<file path="src/rtl/mole_spawner_if.sv">
// Mole interface between the game-side spawner and the hit detector.
// The spawner drives the mole mask and round status; the hit detector side drives hits, misses and game control.
interface mole_spawner_if #(
    parameter int NUM_HOLES = 18
);
    logic                 game_in_progress;
    logic                 full_clear_hit;
    logic                 non_full_clear_hit;
    logic                 miss;
    logic [2:0]           level;
    logic [NUM_HOLES-1:0] mole_positions;
    logic                 round_expired;
    logic [7:0]           round_count;

    modport master (
        input  game_in_progress, full_clear_hit, non_full_clear_hit, miss, level,
        output mole_positions, round_expired, round_count
    );

    modport slave (
        output game_in_progress, full_clear_hit, non_full_clear_hit, miss, level,
        input  mole_positions, round_expired, round_count
    );
endinterface

</file>
<file path="src/rtl/mole_spawner.sv">
// Mole spawner: alternates hidden and visible rounds, choosing distinct random holes with a Galois LFSR.
// Define MOLE_HIDE_ON_MISS_EN to make a miss during a visible round end that round as expired.
module mole_spawner #(
    parameter int          NUM_HOLES   = 18,
    parameter int          DOWN_CYCLES = 50_000_000,
    parameter int          UP_CYCLES   = 100_000_000,
    parameter int          MAX_MOLES   = 3,
    parameter logic [15:0] LFSR_SEED   = 16'hACE1
) (
    input  logic           clk,
    input  logic           rst,
    mole_spawner_if.master mif
);
    localparam int                CNT_W     = $clog2(NUM_HOLES + 1);
    localparam logic [15:0]       SEED_EFF  = (LFSR_SEED == 16'h0000) ? 16'h0001 : LFSR_SEED;
    localparam logic [15:0]       LFSR_TAPS = 16'hB400;
    localparam logic [31:0]       DOWN_LOAD = 32'(DOWN_CYCLES - 1);
    localparam logic [31:0]       UP_BASE   = 32'(UP_CYCLES);
    localparam logic [CNT_W-1:0]  RETRY_MAX = CNT_W'(NUM_HOLES - 1);

    typedef enum logic [1:0] {IDLE, DOWN, SPAWN, UP} state_t;

    state_t               state, state_nxt;
    logic [15:0]          lfsr;
    logic [31:0]          timer, timer_nxt;
    logic [NUM_HOLES-1:0] pending, pending_nxt;
    logic [CNT_W-1:0]     target, target_nxt;
    logic [CNT_W-1:0]     retry, retry_nxt;
    logic [NUM_HOLES-1:0] mask_q, mask_nxt;
    logic                 expired_q, expired_nxt;
    logic [7:0]           count_q, count_nxt;
    logic [7:0]           pick_idx;
    logic [NUM_HOLES-1:0] pick_mask, spawn_mask;
    logic                 miss_end;
    logic                 unused_inputs;

    function automatic logic [CNT_W-1:0] popcount(input logic [NUM_HOLES-1:0] m);
        logic [CNT_W-1:0] c;
        c = '0;
        for (int i = 0; i < NUM_HOLES; i++) c = c + CNT_W'(m[i]);
        return c;
    endfunction

    // One-hot of the lowest zero bit; only called while some bit is still clear.
    function automatic logic [NUM_HOLES-1:0] lowest_clear(input logic [NUM_HOLES-1:0] m);
        return ~m & (m + NUM_HOLES'(1));
    endfunction

    function automatic logic [31:0] up_load(input logic [2:0] lvl);
        logic [31:0] len;
        len = UP_BASE >> lvl;
        return (len == 32'd0) ? 32'd0 : len - 32'd1;
    endfunction

`ifdef MOLE_HIDE_ON_MISS_EN
    assign miss_end = mif.miss;
`else
    assign miss_end = 1'b0;
`endif

    assign unused_inputs = ^{mif.non_full_clear_hit, mif.miss};

    assign pick_idx  = 8'(32'(lfsr[7:0]) % 32'(NUM_HOLES));
    assign pick_mask = NUM_HOLES'(1) << pick_idx;

    always_ff @(posedge clk) begin
        if (rst) begin
            state     <= IDLE;
            lfsr      <= SEED_EFF;
            timer     <= '0;
            pending   <= '0;
            target    <= '0;
            retry     <= '0;
            mask_q    <= '0;
            expired_q <= 1'b0;
            count_q   <= '0;
        end else begin
            state     <= state_nxt;
            lfsr      <= {1'b0, lfsr[15:1]} ^ (lfsr[0] ? LFSR_TAPS : 16'h0000);
            timer     <= timer_nxt;
            pending   <= pending_nxt;
            target    <= target_nxt;
            retry     <= retry_nxt;
            mask_q    <= mask_nxt;
            expired_q <= expired_nxt;
            count_q   <= count_nxt;
        end
    end

    always_comb begin
        state_nxt   = state;
        timer_nxt   = timer;
        pending_nxt = pending;
        target_nxt  = target;
        retry_nxt   = retry;
        mask_nxt    = mask_q;
        expired_nxt = 1'b0;
        count_nxt   = count_q;
        spawn_mask  = pending;
        case (state)
            IDLE: begin
                mask_nxt = '0;
                if (mif.game_in_progress) begin
                    state_nxt = DOWN;
                    timer_nxt = DOWN_LOAD;
                    count_nxt = '0;
                end
            end
            DOWN: begin
                if (timer == 32'd0) begin
                    state_nxt   = SPAWN;
                    pending_nxt = '0;
                    target_nxt  = CNT_W'(1) + CNT_W'(32'(lfsr[15:8]) % 32'(MAX_MOLES));
                    retry_nxt   = '0;
                end else begin
                    timer_nxt = timer - 32'd1;
                end
            end
            SPAWN: begin
                if ((pending & pick_mask) == '0) begin
                    spawn_mask = pending | pick_mask;
                end else if (retry == RETRY_MAX) begin
                    spawn_mask = pending | lowest_clear(pending);
                    retry_nxt  = '0;
                end else begin
                    retry_nxt = retry + CNT_W'(1);
                end
                pending_nxt = spawn_mask;
                // The whole mask is published at once on the edge into UP.
                if (popcount(spawn_mask) == target) begin
                    state_nxt = UP;
                    mask_nxt  = spawn_mask;
                    timer_nxt = up_load(mif.level);
                    count_nxt = (count_q == 8'hFF) ? count_q : count_q + 8'd1;
                end
            end
            UP: begin
                if (mif.full_clear_hit) begin
                    state_nxt = DOWN;
                    mask_nxt  = '0;
                    timer_nxt = DOWN_LOAD;
                end else if (miss_end || timer == 32'd0) begin
                    state_nxt   = DOWN;
                    mask_nxt    = '0;
                    timer_nxt   = DOWN_LOAD;
                    expired_nxt = 1'b1;
                end else begin
                    timer_nxt = timer - 32'd1;
                end
            end
            default: state_nxt = IDLE;
        endcase
        if (!mif.game_in_progress) begin
            state_nxt   = IDLE;
            mask_nxt    = '0;
            expired_nxt = 1'b0;
            pending_nxt = '0;
            count_nxt   = count_q;
        end
    end

    assign mif.mole_positions = mask_q;
    assign mif.round_expired  = expired_q;
    assign mif.round_count    = count_q;
endmodule
</file>
<file path="src/flat_wrapper.sv">
// flat-port wrapper written by rule: the top's interface ports become plain ports
module mole_spawner_flat 
#(
    parameter int          NUM_HOLES   = 18,
    parameter int          DOWN_CYCLES = 50_000_000,
    parameter int          UP_CYCLES   = 100_000_000,
    parameter int          MAX_MOLES   = 3,
    parameter logic [15:0] LFSR_SEED   = 16'hACE1
)
  (clk, rst, mif_game_in_progress, mif_full_clear_hit, mif_non_full_clear_hit, mif_miss, mif_level, mif_mole_positions, mif_round_expired, mif_round_count);
  mole_spawner_if #(.NUM_HOLES(NUM_HOLES)) mif_i ();
  input  logic clk;
  input  logic rst;
  input wire logic [$bits(mif_i.game_in_progress)-1:0] mif_game_in_progress;
  input wire logic [$bits(mif_i.full_clear_hit)-1:0] mif_full_clear_hit;
  input wire logic [$bits(mif_i.non_full_clear_hit)-1:0] mif_non_full_clear_hit;
  input wire logic [$bits(mif_i.miss)-1:0] mif_miss;
  input wire logic [$bits(mif_i.level)-1:0] mif_level;
  output wire logic [$bits(mif_i.mole_positions)-1:0] mif_mole_positions;
  output wire logic [$bits(mif_i.round_expired)-1:0] mif_round_expired;
  output wire logic [$bits(mif_i.round_count)-1:0] mif_round_count;
  assign mif_i.game_in_progress = mif_game_in_progress;
  assign mif_i.full_clear_hit = mif_full_clear_hit;
  assign mif_i.non_full_clear_hit = mif_non_full_clear_hit;
  assign mif_i.miss = mif_miss;
  assign mif_i.level = mif_level;
  assign mif_mole_positions = mif_i.mole_positions;
  assign mif_round_expired = mif_i.round_expired;
  assign mif_round_count = mif_i.round_count;
  mole_spawner #(.NUM_HOLES(NUM_HOLES), .DOWN_CYCLES(DOWN_CYCLES), .UP_CYCLES(UP_CYCLES), .MAX_MOLES(MAX_MOLES), .LFSR_SEED(LFSR_SEED)) u_core (.clk(clk), .rst(rst), .mif(mif_i));
endmodule
</file>
<file path="config.mk">
export PLATFORM = sky130hd
export DESIGN_NAME = mole_spawner_flat
export DESIGN_NICKNAME = d
export VERILOG_FILES = /design/src/rtl/mole_spawner_if.sv /design/src/rtl/mole_spawner.sv /design/src/flat_wrapper.sv
export SDC_FILE = /design/constraint.sdc
export NUM_CORES = 1
export LEC_CHECK = 0
export CORE_MARGIN = 2
export CORE_UTILIZATION = 35
export DETAILED_ROUTE_END_ITERATION = 6
export HOLD_SLACK_MARGIN = 0.08
export SLEW_MARGIN = 15
export SYNTH_ARGS = -nofsm -noshare
export SYNTH_HDL_FRONTEND = slang
export SYNTH_SLANG_ARGS = --single-unit
</file>
<file path="constraint.sdc">
create_clock -name clk -period 10.3 [get_ports clk]
set_input_delay 1.545 -clock clk [delete_from_list [all_inputs] [get_ports clk]]
set_output_delay 1.545 -clock clk [all_outputs]
set_load 0.01 [all_outputs]
</file>
==> metrics.md, run 1 <==
| Metric | Value |
|---|---|
| DRT iter0 DRCs | `around 530` |
| DPL Wire Length | `around 16 mm` |
| CTS buffer count | `9` |
| DRT Pass-1 Iters | `6` |
| Post-Syn Area | `7860 um2` |
| Ratio of cells with drive above 1 in the final layout | `0.109` |
| Die Wd | `154 um` |
| Main synth FF type | `dfxtp_1` |
| P_int | `0.833 mW` |
| WL/cell | `16.5 um` |
| Initial antenna violation count | `0` |
| Met2 usage | `0.289` |
| Skew-Pair Late Insertion Delay | `0.36 ns` |
| GR Util met1 | `0.256` |
| Cell count after synthesis | `about 1,000` |
| Vias in the first global route | `approximately 7,000` |
| CP required | `10.56 ns` |
| Critical-path top delay cell | `fa_1` |
| VDD IR-drop max | `88.3 uV` |
| Worst Max-Slew Pin Slew | `1.10 ns` |
| Switch Pwr | `between 0.4 and 0.5 mW` |
| IO Count | `36` |
| Critical path capture point type | `register` |
| Ys async rst share | `0` |
| TritonCTS clock tree | `built` |
| H-tree depth | `3` |
| Post-Synthesis Net Count | `~1,100` |
| Num Clock Sinks | `around 110` |
| Critical Path Start Type | `register` |
| Met3 Use GR | `0.0406` |
| Vias | `7,577` |
| Final period util | `0.940` |
| Fin Setup TNS | `0 ns` |
| Worst min path class | `register to register` |
| CTS root buffer | `clkbuf_16` |
| Worst-path fanout max | `6` |
| Setup WS post-layout | `around 0.62 ns` |
| Status | `complete, no violations` |
| DP Worst Slack | `0.295 ns` |
| Crit-path max cell delay | `between 0.5 and 0.6 ns` |
| DIE AREA | `23,700 um2` |
| Wire length of the first global-routing pass | `around 36 mm` |
| Lkg Pwr | `between 3 and 4 nW` |
| Number of I/O port buffers | `33` |
| Combinational share of power | `0.339` |
| Register area | `2100 um2` |
| Busiest grt layer | `met2` |
| N_diodes | `0` |
| Worst-path clk slew | `~0.07 ns` |
| RSZ-0062 raised after global routing | `no` |
| Clock power share | `0.314` |
| Syn. warnings | `0` |
| Multi-input gate area | `5410 um2` |
| Max-Cap Viols | `0` |
| Net Sw Frac | `0.351` |
| GRT Residual Overflow | `0` |
| Synth Area per Inst | `7.81 um2` |
| Global Route Usage Sum | `0.184` |
| DRC Markers | `0` |
| Worst Skew | `0.00920 ns` |
| Starting Density | `0.358` |
| Setup CP Type | `register to register` |
| Final Max Slew Viols | `0` |
| Minimum clock period | `9.68 ns` |
| Count of final hold-check violations | `0` |
| Routability cong. | `roughly 0.90` |
| Crit-path most repeated cell | `fa_1` |
| Die height | `between 150 and 200 um` |
| Core Area | `22,000 um2` |
| Post-synth EDFFs | `0` |
| Fmax | `103 MHz` |
| Power density cells | `143 nW/um2` |
| CTS max path bufs | `2` |
| Seq/Total Area, Yosys | `0.268` |
| CP arrival | `9.94 ns` |
| Largest net degree at the start of global routing | `between 50 and 60` |
| Nets@finish | `1,074` |
| Final setup violation count | `0` |
| Area grow syn2layout | `14.4%` |
| Drt total wl | `21.6 mm` |
| Post-synthesis register bit count | `between 100 and 150` |
| Via-per-instance ratio | `5.77` |
| Rel. slew slack | `0.265` |
| Seq pwr share | `0.347` |
| Layout fillers | `between 2,000 and 2,500` |
| FP Rows | `54` |
| DRT antenna net count | `0` |
| Yosys cell types | `about 100` |
## power groups by stage
stage               sequential (mW)  combinational [mW]  clock (mW)
finish                        0.445               0.436       0.403
global route                  0.449               0.486       0.429
CTS                           0.445               0.426       0.415
detailed placement            0.454               0.422           0
global placement              0.454               0.421           0
floorplan                     0.444               0.334           0
## worst max-delay path: cells and delay by family, from the launching register on
family / cells / cell delay, ns
XOR/XNOR: 3 / 0.47
flip-flops: 1 / 0.33
AND/OR/NAND/NOR: 9 / 1.44
AO/OA/AOI/OAI: 13 / 3.11
buffers and inverters: 8 / 0.76
adder cells (fa/ha/maj): 8 / 3.47
## cell type report
type                       count  share of cell area
inverter                      46              0.0192
multi-input combinational    799               0.602
clock buffer                   9              0.0251
clock inverter                 6              0.0128
sequential                   105               0.234
timing repair buffer          69              0.0681
tap                          280              0.0390
## layer usage
metal / share of wire / wire length (um)
met5: 0 / 0
met4: 0.017 / 369
met3: 0.054 / 1170
met2: 0.45 / 9740
met1: 0.48 / 10300
## worst paths after layout
kind                                 startpoint                            end  slack, ns  depth (start not counted)
setup / recovery                 u_core.lfsr[6]               u_core.timer[29]       0.62                         41
hold / removal    u_core.mif.mole_positions[11]  u_core.mif.mole_positions[11]       0.46                          2
setup reg to reg                 u_core.lfsr[6]               u_core.timer[29]       0.62                         41
hold reg to reg   u_core.mif.mole_positions[11]  u_core.mif.mole_positions[11]       0.46                          2
## stage by stage
stage / std cells / utilization / power, mW / cell area, um2 / hold slack (ns)
floorplan: 1006 / - / 0.777 / 7860 / 0.446
global placement: 1298 / 0.391 / 0.874 / 8590 / 0.447
detailed placement: 1298 / 0.391 / 0.876 / 8590 / 0.447
CTS: 1313 / 0.407 / 1.29 / 8930 / 0.463
global route: 1314 / 0.409 / 1.36 / 8980 / 0.498
finish: 1314 / 0.409 / 1.28 / 8980 / 0.456
## repair_timing
action	in CTS	in global routing
hold buffers	0	0
endpoints found under the setup margin	0	49
resized for setup	0	11
setup buffers	0	1
## sequential cells by signal, indices dropped and copies added, names as in the netlist
name	cells
u_core.timer	32
u_core.mif.mole_positions	18
u_core.pending	18
u_core.lfsr	16
u_core.mif.round_count	8
u_core.retry	5
u_core.target	5
u_core.state	2
u_core.mif.round_expired	1
## cell usage in the layout, fill, tap and decap left out, types with 6 or more instances in the layout
cell type / synthesis / routed
a21oi_1: 65 / 65
and3_1: 19 / 19
or2_2: 11 / 11
nor4_1: 17 / 17
o211ai_1: 12 / 12
and2_1: 10 / 10
clkdlybuf4s50_1: 0 / 32
fa_1: 12 / 12
o21ai_1: 8 / 8
xnor2_1: 23 / 23
xor2_1: 19 / 19
mux2i_1: 8 / 8
a211o_1: 7 / 7
nor3_1: 36 / 36
nand2b_1: 20 / 20
nand2_1: 74 / 74
a22oi_1: 21 / 21
a22o_1: 9 / 9
a211oi_1: 11 / 11
dfxtp_1: 105 / 105
nor2b_1: 15 / 15
a221oi_1: 7 / 7
o21ai_0: 62 / 61
nand4_1: 14 / 14
a311oi_1: 6 / 6
clkbuf_16: 0 / 9
nand3_1: 35 / 35
a21o_1: 9 / 9
o31ai_1: 6 / 6
ha_1: 23 / 22
a31oi_1: 18 / 18
nor2_1: 96 / 95
buf_4: 0 / 34
inv_1: 42 / 42
or3_1: 11 / 11
## cell usage after synthesis, types with 21 or more instances
library cell	instances	area share
xnor2_1	23	0.026
a21oi_1	65	0.041
nor2_1	96	0.046
nand2_1	74	0.035
clkbuf_1	43	0.021
nand3_1	35	0.022
inv_1	42	0.020
nor3_1	36	0.023
dfxtp_1	105	0.27
o21ai_0	62	0.040
a22oi_1	21	0.020
ha_1	23	0.037
## logic make-up (layout without fill, tap and decap cells)
| logic type | count (synthesis) | after routing | synth area share |
|---|---|---|---|
| muxes | 11 | 11 | 0.0145 |
| DFF | 105 | 105 | 0.268 |
| buffers and inverters | 102 | 130 | 0.0503 |
| and+or+nand+nor | 385 | 385 | 0.249 |
| adders and majority gates | 36 | 36 | 0.0685 |
| AOI/OAI and AO/OA | 323 | 323 | 0.299 |
| xor gates and xnor gates | 44 | 44 | 0.0510 |
No activity file was read; power rests on OpenSTA's default activity.
==> run 2: changes to the inputs <==
--- a/config.mk
+++ b/config.mk
@@ -7,6 +7,7 @@
 export LEC_CHECK = 0
 export CORE_MARGIN = 2
 export CORE_UTILIZATION = 35
+export CTS_CLUSTER_SIZE = 20
 export DETAILED_ROUTE_END_ITERATION = 6
 export HOLD_SLACK_MARGIN = 0.08
 export SLEW_MARGIN = 15
==> results of run 2 <==
Same layout as run 1: the final DEF is identical, and so are final timing and power.
==> run 3: changes to the inputs <==
--- a/config.mk
+++ b/config.mk
@@ -7,7 +7,6 @@
 export LEC_CHECK = 0
 export CORE_MARGIN = 2
 export CORE_UTILIZATION = 35
-export CTS_CLUSTER_SIZE = 20
 export DETAILED_ROUTE_END_ITERATION = 6
 export HOLD_SLACK_MARGIN = 0.08
 export SLEW_MARGIN = 15
==> results of run 3 <==
Same layout as run 1: the final DEF is identical, and so are final timing and power.
